## config.mk

```make
export PLATFORM = sky130hd
export DESIGN_NAME = seg_disp_ctrl_flat
export DESIGN_NICKNAME = d
export VERILOG_FILES = /design/src/rtl/seg_disp_ctrl_if.sv /design/src/rtl/seg_disp_ctrl.sv /design/src/flat_wrapper.sv
export SDC_FILE = /design/constraint.sdc
export NUM_CORES = 1
export LEC_CHECK = 0
export ABC_AREA = 1
export CAP_MARGIN = 10
export CORE_MARGIN = 1.5
export CORE_UTILIZATION = 28
export CTS_BUF_LIST = sky130_fd_sc_hd__clkbuf_4
export DETAILED_ROUTE_END_ITERATION = 16
export SLEW_MARGIN = 20
export SYNTH_ARGS = -nofsm -noshare
export SYNTH_HDL_FRONTEND = slang
export SYNTH_SLANG_ARGS = --single-unit
```

## constraint.sdc

```tcl
create_clock -name clk -period 3.1 [get_ports clk]
set_input_delay 0.62 -clock clk [delete_from_list [all_inputs] [get_ports clk]]
set_output_delay 0.62 -clock clk [all_outputs]
set_load 0.05 [all_outputs]
```

## src/rtl/seg_disp_ctrl_if.sv

```systemverilog
// Bundles the requester, converter and display signals of seg_disp_ctrl.
// The slave modport is the controller's view; master is the surrounding system.
interface seg_disp_ctrl_if;
    logic        req_a;
    logic [13:0] num_a;
    logic        err_a;
    logic        gnt_a;
    logic        req_b;
    logic [13:0] num_b;
    logic        err_b;
    logic        gnt_b;
    logic [13:0] conv_num;
    logic        conv_start;
    logic [31:0] conv_digits;
    logic        conv_done;
    logic        busy;
    logic        upd_done;
    logic        timeout;
    logic [7:0]  seg;
    logic [3:0]  an;

    modport slave (
        input  req_a, num_a, err_a, req_b, num_b, err_b, conv_digits, conv_done,
        output gnt_a, gnt_b, conv_num, conv_start, busy, upd_done, timeout, seg, an
    );

    modport master (
        output req_a, num_a, err_a, req_b, num_b, err_b, conv_digits, conv_done,
        input  gnt_a, gnt_b, conv_num, conv_start, busy, upd_done, timeout, seg, an
    );
endinterface

```

## src/rtl/seg_disp_ctrl.sv

```systemverilog
// Round-robin front end for a shared binary-to-7-segment converter, plus a
// 4-digit multiplexed scanner that displays the most recently loaded word.
module seg_disp_ctrl #(
    parameter int unsigned REFRESH_DIV = 50000,
    parameter int unsigned TIMEOUT     = 32,
    parameter logic [31:0] ERR_PATTERN = 32'h763D507C
) (
    input  logic           clk,
    input  logic           rst_n,
    seg_disp_ctrl_if.slave bus
);
    localparam int unsigned DIV_W = $clog2(REFRESH_DIV);
    localparam int unsigned CNT_W = $clog2(TIMEOUT + 1);

    typedef enum logic [1:0] {IDLE, ISSUE, WAIT, LOAD} state_e;

    state_e             state_q, state_d;
    logic               last_b_q, last_b_d;
    logic [13:0]        num_q, num_d;
    logic [CNT_W-1:0]   cnt_q, cnt_d;
    logic [31:0]        disp_q, disp_d;
    logic               timeout_q, timeout_d;
    logic               gnt_a_q, gnt_a_d;
    logic               gnt_b_q, gnt_b_d;
    logic               conv_start_q, conv_start_d;
    logic               busy_q, busy_d;
    logic               upd_done_q, upd_done_d;
    logic               pick_a;

    logic [DIV_W-1:0]   div_q, div_d;
    logic [1:0]         idx_q, idx_d;
    logic [3:0]         an_q, an_d;
    logic [7:0]         seg_q, seg_d;

    assign bus.gnt_a      = gnt_a_q;
    assign bus.gnt_b      = gnt_b_q;
    assign bus.conv_num   = num_q;
    assign bus.conv_start = conv_start_q;
    assign bus.busy       = busy_q;
    assign bus.upd_done   = upd_done_q;
    assign bus.timeout    = timeout_q;
    assign bus.seg        = seg_q;
    assign bus.an         = an_q;

    // On a tie the requester that was not granted last wins.
    assign pick_a = bus.req_a && (!bus.req_b || last_b_q);

    always_comb begin
        state_d    = state_q;
        last_b_d   = last_b_q;
        num_d      = num_q;
        cnt_d      = cnt_q;
        disp_d     = disp_q;
        timeout_d  = timeout_q;
        gnt_a_d    = 1'b0;
        gnt_b_d    = 1'b0;
        upd_done_d = 1'b0;

        // The display word is written on the edge entering LOAD, so seg sees it one cycle after LOAD.
        case (state_q)
            IDLE: begin
                if (bus.req_a || bus.req_b) begin
                    gnt_a_d  = pick_a;
                    gnt_b_d  = !pick_a;
                    last_b_d = !pick_a;
                    num_d    = pick_a ? bus.num_a : bus.num_b;
                    if (pick_a ? bus.err_a : bus.err_b) begin
                        disp_d     = ERR_PATTERN;
                        upd_done_d = 1'b1;
                        state_d    = LOAD;
                    end else begin
                        state_d = ISSUE;
                    end
                end
            end
            ISSUE: begin
                cnt_d   = '0;
                state_d = WAIT;
            end
            WAIT: begin
                if (bus.conv_done) begin
                    disp_d     = bus.conv_digits;
                    timeout_d  = 1'b0;
                    upd_done_d = 1'b1;
                    state_d    = LOAD;
                end else if (cnt_q == CNT_W'(TIMEOUT)) begin
                    disp_d     = ERR_PATTERN;
                    timeout_d  = 1'b1;
                    upd_done_d = 1'b1;
                    state_d    = LOAD;
                end else begin
                    cnt_d = cnt_q + CNT_W'(1);
                end
            end
            LOAD:    state_d = IDLE;
            default: state_d = IDLE;
        endcase

        conv_start_d = (state_d == ISSUE);
        busy_d       = (state_d != IDLE);
    end

    always_ff @(posedge clk or negedge rst_n) begin
        if (!rst_n) begin
            state_q      <= IDLE;
            last_b_q     <= 1'b1;
            num_q        <= '0;
            cnt_q        <= '0;
            disp_q       <= '0;
            timeout_q    <= 1'b0;
            gnt_a_q      <= 1'b0;
            gnt_b_q      <= 1'b0;
            conv_start_q <= 1'b0;
            busy_q       <= 1'b0;
            upd_done_q   <= 1'b0;
        end else begin
            state_q      <= state_d;
            last_b_q     <= last_b_d;
            num_q        <= num_d;
            cnt_q        <= cnt_d;
            disp_q       <= disp_d;
            timeout_q    <= timeout_d;
            gnt_a_q      <= gnt_a_d;
            gnt_b_q      <= gnt_b_d;
            conv_start_q <= conv_start_d;
            busy_q       <= busy_d;
            upd_done_q   <= upd_done_d;
        end
    end

    always_comb begin
        div_d = div_q + DIV_W'(1);
        idx_d = idx_q;
        if (div_q == DIV_W'(REFRESH_DIV - 1)) begin
            div_d = '0;
            idx_d = idx_q + 2'd1;
        end
        an_d  = ~(4'b0001 << idx_d);
        seg_d = disp_q[{idx_d, 3'b000} +: 8];
    end

    always_ff @(posedge clk or negedge rst_n) begin
        if (!rst_n) begin
            div_q <= '0;
            idx_q <= 2'd0;
            an_q  <= 4'b1110;
            seg_q <= 8'h00;
        end else begin
            div_q <= div_d;
            idx_q <= idx_d;
            an_q  <= an_d;
            seg_q <= seg_d;
        end
    end
endmodule

```

## src/flat_wrapper.sv

```systemverilog
// flat-port wrapper written by rule: the top's interface ports become plain ports
module seg_disp_ctrl_flat 
#(
    parameter int unsigned REFRESH_DIV = 50000,
    parameter int unsigned TIMEOUT     = 32,
    parameter logic [31:0] ERR_PATTERN = 32'h763D507C
)
  (clk, rst_n, bus_req_a, bus_num_a, bus_err_a, bus_req_b, bus_num_b, bus_err_b, bus_conv_digits, bus_conv_done, bus_gnt_a, bus_gnt_b, bus_conv_num, bus_conv_start, bus_busy, bus_upd_done, bus_timeout, bus_seg, bus_an);
  seg_disp_ctrl_if bus_i ();
  input  logic clk;
  input  logic rst_n;
  input wire logic [$bits(bus_i.req_a)-1:0] bus_req_a;
  input wire logic [$bits(bus_i.num_a)-1:0] bus_num_a;
  input wire logic [$bits(bus_i.err_a)-1:0] bus_err_a;
  input wire logic [$bits(bus_i.req_b)-1:0] bus_req_b;
  input wire logic [$bits(bus_i.num_b)-1:0] bus_num_b;
  input wire logic [$bits(bus_i.err_b)-1:0] bus_err_b;
  input wire logic [$bits(bus_i.conv_digits)-1:0] bus_conv_digits;
  input wire logic [$bits(bus_i.conv_done)-1:0] bus_conv_done;
  output wire logic [$bits(bus_i.gnt_a)-1:0] bus_gnt_a;
  output wire logic [$bits(bus_i.gnt_b)-1:0] bus_gnt_b;
  output wire logic [$bits(bus_i.conv_num)-1:0] bus_conv_num;
  output wire logic [$bits(bus_i.conv_start)-1:0] bus_conv_start;
  output wire logic [$bits(bus_i.busy)-1:0] bus_busy;
  output wire logic [$bits(bus_i.upd_done)-1:0] bus_upd_done;
  output wire logic [$bits(bus_i.timeout)-1:0] bus_timeout;
  output wire logic [$bits(bus_i.seg)-1:0] bus_seg;
  output wire logic [$bits(bus_i.an)-1:0] bus_an;
  assign bus_i.req_a = bus_req_a;
  assign bus_i.num_a = bus_num_a;
  assign bus_i.err_a = bus_err_a;
  assign bus_i.req_b = bus_req_b;
  assign bus_i.num_b = bus_num_b;
  assign bus_i.err_b = bus_err_b;
  assign bus_i.conv_digits = bus_conv_digits;
  assign bus_i.conv_done = bus_conv_done;
  assign bus_gnt_a = bus_i.gnt_a;
  assign bus_gnt_b = bus_i.gnt_b;
  assign bus_conv_num = bus_i.conv_num;
  assign bus_conv_start = bus_i.conv_start;
  assign bus_busy = bus_i.busy;
  assign bus_upd_done = bus_i.upd_done;
  assign bus_timeout = bus_i.timeout;
  assign bus_seg = bus_i.seg;
  assign bus_an = bus_i.an;
  seg_disp_ctrl #(.REFRESH_DIV(REFRESH_DIV), .TIMEOUT(TIMEOUT), .ERR_PATTERN(ERR_PATTERN)) u_core (.clk(clk), .rst_n(rst_n), .bus(bus_i));
endmodule
```

==> metrics.yaml <==
status:
  status: "completed"
sta:
  fin_worst_skew_ps: 19.1
  finalMaxSlewViolations: 0
  fin_crit_ps: 2410
  worstMarginPinSlew_ps: 1020
  max_freq_ghz: 0.414
  final_hold_viol_count: 0
  setup_viol: 0
  fin_tns_setup_ps: 0
  grt_setup_unrepaired: "false"
  slew_headroom: 0.320
  fin_hold_ws_ps: 180
  finalCritPeriodShare: 0.779
critical_path:
  cp-start-kind: "flop"
  reg2regPathDepth: 6
  cp.depth: 1
  required_ps: 2480
  r2r_start: "u_core.state_q[0]"
  cp_max_fo: 1
  path_cells: "clkdlybuf4s50_1"
  cpLargestDelayFamily: "buffers and inverters"
  r2r-end: "u_core.disp_q[5]"
  critPathMaxStageDelay_ps: 790
  endpoint_kind: "output port"
  r2r_setup_slack_ps: 1110
  cp_num_buf_inv: 1
  crit_arrival_ps: 1790
  cp_slowest_cell: "clkdlybuf4s50_1"
  criticalPathCategory: "flop to output port"
logic_synthesis:
  synth-edff-count: 0
  yosysTopAreaCellShare: 0.472
  yosys.area.top_type: "dfrtp_1"
  syn-num-nets: 651
  syn-instance-count: 578
  synth_area_leaders: "dfrtp_1 (47%), nand2_1 (10%), nand3_1 (8.1%)"
  synth-seq-cells: 91
  synth_area_um2: 4610
  ys_types: 29
  synth_area_per_cell_um2: 7.98
  ys_seq_area_frac: 0.495
  synth_warnings: 0
  async_flop_share: 1.00
  yosys_most_used_dff: "dfrtp_1"
power_and_ir_drop:
  peakVddDrop_uv: 441
  p_sw_mw: 2.08
  powerDensity_nw_per_um2: 799
  internal_power_mw: 2.69
  swShare: 0.436
  p_comb_frac: 0.468
  p_leak_nw: 2.90
  seqPwrFrac: 0.375
  power_frac_clock: 0.157
floorplanning:
  rows: 46
  die_y_um: 131
  design.core.area_um2: 16000
  pin_count: 99
  die_area_um2: 17300
  die_w_um: 131
  start_util: 0.288
routing:
  via_count: 3899
  first_pass_iters: 5
  drtIter0Drc: 243
  wire_per_inst_um: 12.4
  postRouteAntennaNets: 0
  route.detailed.drc: 0
  viasPerCell: 4.35
  wirelength_um: 11100
finish:
  final_common_cell: "nand2_1"
  final_nets: 747
  syn2layout_area_growth_pct: 29.5
  final_cell_mix: "nand2_1 (126), clkdlybuf4s50_1 (97), dfrtp_1 (87)"
  drive_gt1_frac: 0.106
grt:
  grt-ovfl-total: 0
  antenna_found_initial: 1
  grt_pass1_vias: 3840
  track_usage: 0.135
  grt_pass1_wl_um: 18800
  grt_max_degree: 52
clock_network:
  postCtsSetupBuffers: 0
  insertion_delay_ps: 460
  cts.htree.levels: 3
  cts-root-buf: "clkbuf_4"
  clk_pin_slew_ps: 150
  cts_tree: "built"
  hold_buffers: 0
  cts.sinks: 91
  clock_path_buffers: 2
  cts_resized: 0
  cts-buffers-inserted: 9
job:
  drv_cap: 0
hold_path:
  min_path_type: "input port to asynchronous set/reset pin"
place:
  port_buffers: 98
  gp_congestion: 0.777
  hpwlAfterDp_um: 7580
-- kinds of logic (layout without fill, tap and decap cells) --
group                      after synthesis  after routing  synth area share
other                                    0              1                 0
adders and majority gates                6              6            0.0163
buffers and inverters                  105            206            0.0949
AOI/OAI and AO/OA                       60             60            0.0662
and+or+nand+nor                        306            306             0.309
DFF                                     91             91             0.495
xor gates and xnor gates                10             10            0.0190
-- routing by layer --
layer / GRT usage / share of wire / wire length, um
met5: 0 / 0 / 0
met4: 0.0463 / 0.015 / 166
met3: 0.0367 / 0.047 / 522
met2: 0.207 / 0.44 / 4870
met1: 0.183 / 0.50 / 5530
-- through the flow --
step | utilization | setup WS, ps | cells | area, um2 | power, mW
6_report | 0.373 | 686 | 896 | 5970 | 4.77
3_5_place_dp | 0.363 | 413 | 879 | 5810 | 4.07
4_1_cts | 0.373 | 657 | 895 | 5970 | 4.83
2_1_floorplan | - | 1470 | 578 | 4610 | 3.31
3_3_place_gp | 0.363 | 460 | 879 | 5810 | 4.04
5_1_grt | 0.373 | 617 | 896 | 5970 | 5.11
-- worst max-delay path by stage --
| stage | from | end | slack, ps |
|---|---|---|---|
| after floorplan | bus_req_a | u_core.bus.busy | 1470 |
| after detailed placement | bus_req_a | u_core.disp_q[9] | 410 |
| after global routing | u_core.bus.an[1] | bus_an[1] | 620 |
| after CTS | u_core.bus.an[1] | bus_an[1] | 660 |
| final | u_core.bus.an[1] | bus_an[1] | 690 |
| after global placement | bus_req_a | u_core.disp_q[13] | 460 |
-- flip-flops by register name (all words and copies together), names as in the netlist, 2 cells and up --
signal               cells
u_core.bus.an            4
u_core.bus.conv_num     14
u_core.bus.seg           8
u_core.cnt_q             6
u_core.disp_q           32
u_core.div_q            16
u_core.idx_q             2
u_core.state_q           2
-- layout make-up --
class / instances / area (um2)
Inverter: 84 / 315
Fill cell: 1730 / 10000
Tap cell: 216 / 270
Multi-Input combinational cell: 382 / 1890
Clock inverter: 7 / 91.3
Clock buffer: 9 / 67.6
Sequential cell: 91 / 2280
Antenna cell: 1 / 2.50
Timing Repair Buffer: 106 / 1050
-- cell usage after synthesis (4+ instances only) --
cell and instances:
a21oi_1 8, buf_2 4, buf_4 4, clkbuf_1 11
dfrtp_1 87, dfstp_2 4, ha_1 6, inv_1 80
inv_2 4, nand2_1 126, nand2_2 10, nand3_1 75
nand4_1 6, nor2_1 57, o21ai_0 50, or2_2 19
xor2_1 7
-- power by group through the flow --
stage	Combinational [mW]	Clock (mW)	Sequential [mW]
floorplan	0.942	0	2.37
global placement	2.24	0	1.81
detailed placement	2.26	0	1.80
CTS	2.27	0.773	1.79
global route	2.47	0.817	1.83
finish	2.23	0.750	1.79
Note: power is estimated with default switching activity, not from simulation.
==> RTL edit: new RTL, same flow settings <==
`TIMEOUT` is set to 32 in 2 places; all go to 64.
--- a/src/rtl/seg_disp_ctrl.sv
+++ b/src/rtl/seg_disp_ctrl.sv
@@ -2,7 +2,7 @@
 // 4-digit multiplexed scanner that displays the most recently loaded word.
 module seg_disp_ctrl #(
     parameter int unsigned REFRESH_DIV = 50000,
-    parameter int unsigned TIMEOUT     = 32,
+    parameter int unsigned TIMEOUT     = 64,
     parameter logic [31:0] ERR_PATTERN = 32'h763D507C
 ) (
     input  logic           clk,
--- a/src/flat_wrapper.sv
+++ b/src/flat_wrapper.sv
@@ -2,7 +2,7 @@
 module seg_disp_ctrl_flat 
 #(
     parameter int unsigned REFRESH_DIV = 50000,
-    parameter int unsigned TIMEOUT     = 32,
+    parameter int unsigned TIMEOUT     = 64,
     parameter logic [31:0] ERR_PATTERN = 32'h763D507C
 )
   (clk, rst_n, bus_req_a, bus_num_a, bus_err_a, bus_req_b, bus_num_b, bus_err_b, bus_conv_digits, bus_conv_done, bus_gnt_a, bus_gnt_b, bus_conv_num, bus_conv_start, bus_busy, bus_upd_done, bus_timeout, bus_seg, bus_an);
Behaviour: no difference found for any inputs over 10 cycles, from zero or initial values and one cycle with rst_n low; that may be too few to reach the edited logic, so the function may still have changed.
==> RTL edit against the unedited design <==
  * Area after synthesis shrank 2.1%
  * Sequential cell count grew 1
  * Cell area shrank 1.5%
  * Sequential share of layout area grew 1.0 points
  * Power grew 0.31%
  * Worst setup slack gained 0.011 ns
  * Wire length shrank 1.9%
  * Critical endpoint unchanged
==> RTL edit: results (changes against the unedited design) <==
antenna_cells: 0  # -1
insertion_delay_ns: 0.46  # about the same
ir_drop_mv: 0.5148  # +17%
vias_per_cell: 4.404  # +1.2%
cp_top_family: "buffers and inverters"
place_hpwl_um: 8069  # +6.5%
rr_worst_depth: 10  # +4
routedLengthMet1_um: 5075  # -8.2%
avgRoutedWirePerCell_um: 12.71  # +2.7%
drc: 0  # unchanged
track_usage_pct: 14.25  # +0.77 points
grt_max_degree: 65  # +25%
yosysSeqAreaShare_pct: 51.07  # +1.6 points
numCtsBuffers: 9  # unchanged
synthTopCellsByCount: "nand2_1 (110), dfrtp_1 (88), inv_1 (68)"
fin_skew_ns: 0.01060  # -0.008488 ns
p_leak_nw: 2.668  # -8.1%
synthTopCellsByArea: "dfrtp_1 (49%), nand2_1 (9.1%), o21ai_0 (6.0%), inv_1 (5.6%), nor2_1 (4.9%)"
initialDrtViolationCount: 229  # -5.8%
synth_edf_count: 0  # unchanged
synth_warnings: 0  # unchanged
mappedNetlistNets: 610  # -6.3%
drive_gt1_share_pct: 9.375  # -1.2 points
htreeDepth: 3  # unchanged
grt_pass1_vias: 3836  # -0.10%
first_pass_iters: 4  # -1
clkSlewWorstSetupHoldPaths_ns: 0.14
post_cts_buffers: 0  # unchanged
async_flop_share_pct: 100.0  # unchanged
p_int_mw: 2.696  # +0.31%
wl_met2_um: 5099  # +4.6%
highest_layer: "met4"
yosysUniqueCellTypes: 36  # +24%
cp_max_fo: 1  # unchanged
grt_pass1_wl_um: 18860  # +0.33%
wl_met3_um: 541  # +3.6%
grt_antenna_before_repair: 0  # -1
hold_class: "primary input to asynchronous set/reset pin"
nets: 708  # -5.2%
gpl.final_weighted_congestion: 0.8525  # +9.7%
status: "finished clean"
tightest_slew_ns: 0.6164  # -0.3992 ns
RTL edit: path summary, 6_finish.rpt:
path | endpoint | start | slack, ns
max in group asynchronous | u_core.bus.an[2]$_DFF_PN1_ | rst_n | 2.28
setup / recovery | bus_an[1] | u_core.bus.an[1]$_DFF_PN1_ | 0.70
hold / removal | u_core.div_q[7]$_DFF_PN0_ | rst_n | 0.13
hold reg to reg | u_core.bus.an[3]$_DFF_PN1_ | u_core.idx_q[1]$_DFF_PN0_ | 0.46
setup reg to reg | u_core.disp_q[31]$_DFFE_PN0P_ | u_core.state_q[0]$_DFF_PN0_ | 0.98
min in group clk | u_core.bus.an[3]$_DFF_PN1_ | u_core.idx_q[1]$_DFF_PN0_ | 0.46
RTL edit: cell type report:
cell class / instances / area [um^2]
multi-input combinational: 357 / 1839
timing repair buffer: 103 / 1041
sequential: 92 / 2307
tap: 216 / 270.3
clock buffer: 9 / 67.56
inverter: 72 / 276.5
clock inverter: 7 / 81.33
fill: 1606 / 9945
RTL edit: metrics by stage:
step | std cells | worst slack, ns | util, % | hold WS (ns) | cell area, um^2
6_report | 856 | 0.6966 | 37.17 | 0.1307 | 5883
5_1_grt | 856 | 0.6084 | 37.17 | 0.1384 | 5883
4_1_cts | 856 | 0.6556 | 37.17 | 0.1169 | 5883
3_5_place_dp | 840 | 0.5141 | 36.23 | 0.4454 | 5734
3_3_place_gp | 840 | 0.5591 | 36.23 | 0.4446 | 5734
2_1_floorplan | 537 | 1.490 | - | 0.3244 | 4518
RTL edit: cell families after synthesis:
kind of cell | after synthesis | synth area share, %
buffers and inverters | 88 | 8.225
AND/OR/NAND/NOR | 243 | 25.84
XOR/XNOR | 12 | 2.326
adder cells (fa/ha/maj) | 6 | 1.662
flip-flops | 92 | 51.07
AO/OA/AOI/OAI | 96 | 10.88
RTL edit: metal layers:
layer	track usage (%)	up-vias
met5	0	-
met4	5.752	0
met3	2.993	14
met2	22.63	87
met1	18.98	1761
li1	-	1908
RTL edit: power groups by stage:
stage               clock [mW]  combinational [mW]  sequential [mW]
global placement             0                2.22             1.84
detailed placement           0                2.26             1.85
floorplan                    0               0.947             2.40
CTS                      0.753                2.27             1.82
global route             0.805                2.48             1.87
finish                   0.723                2.24             1.82
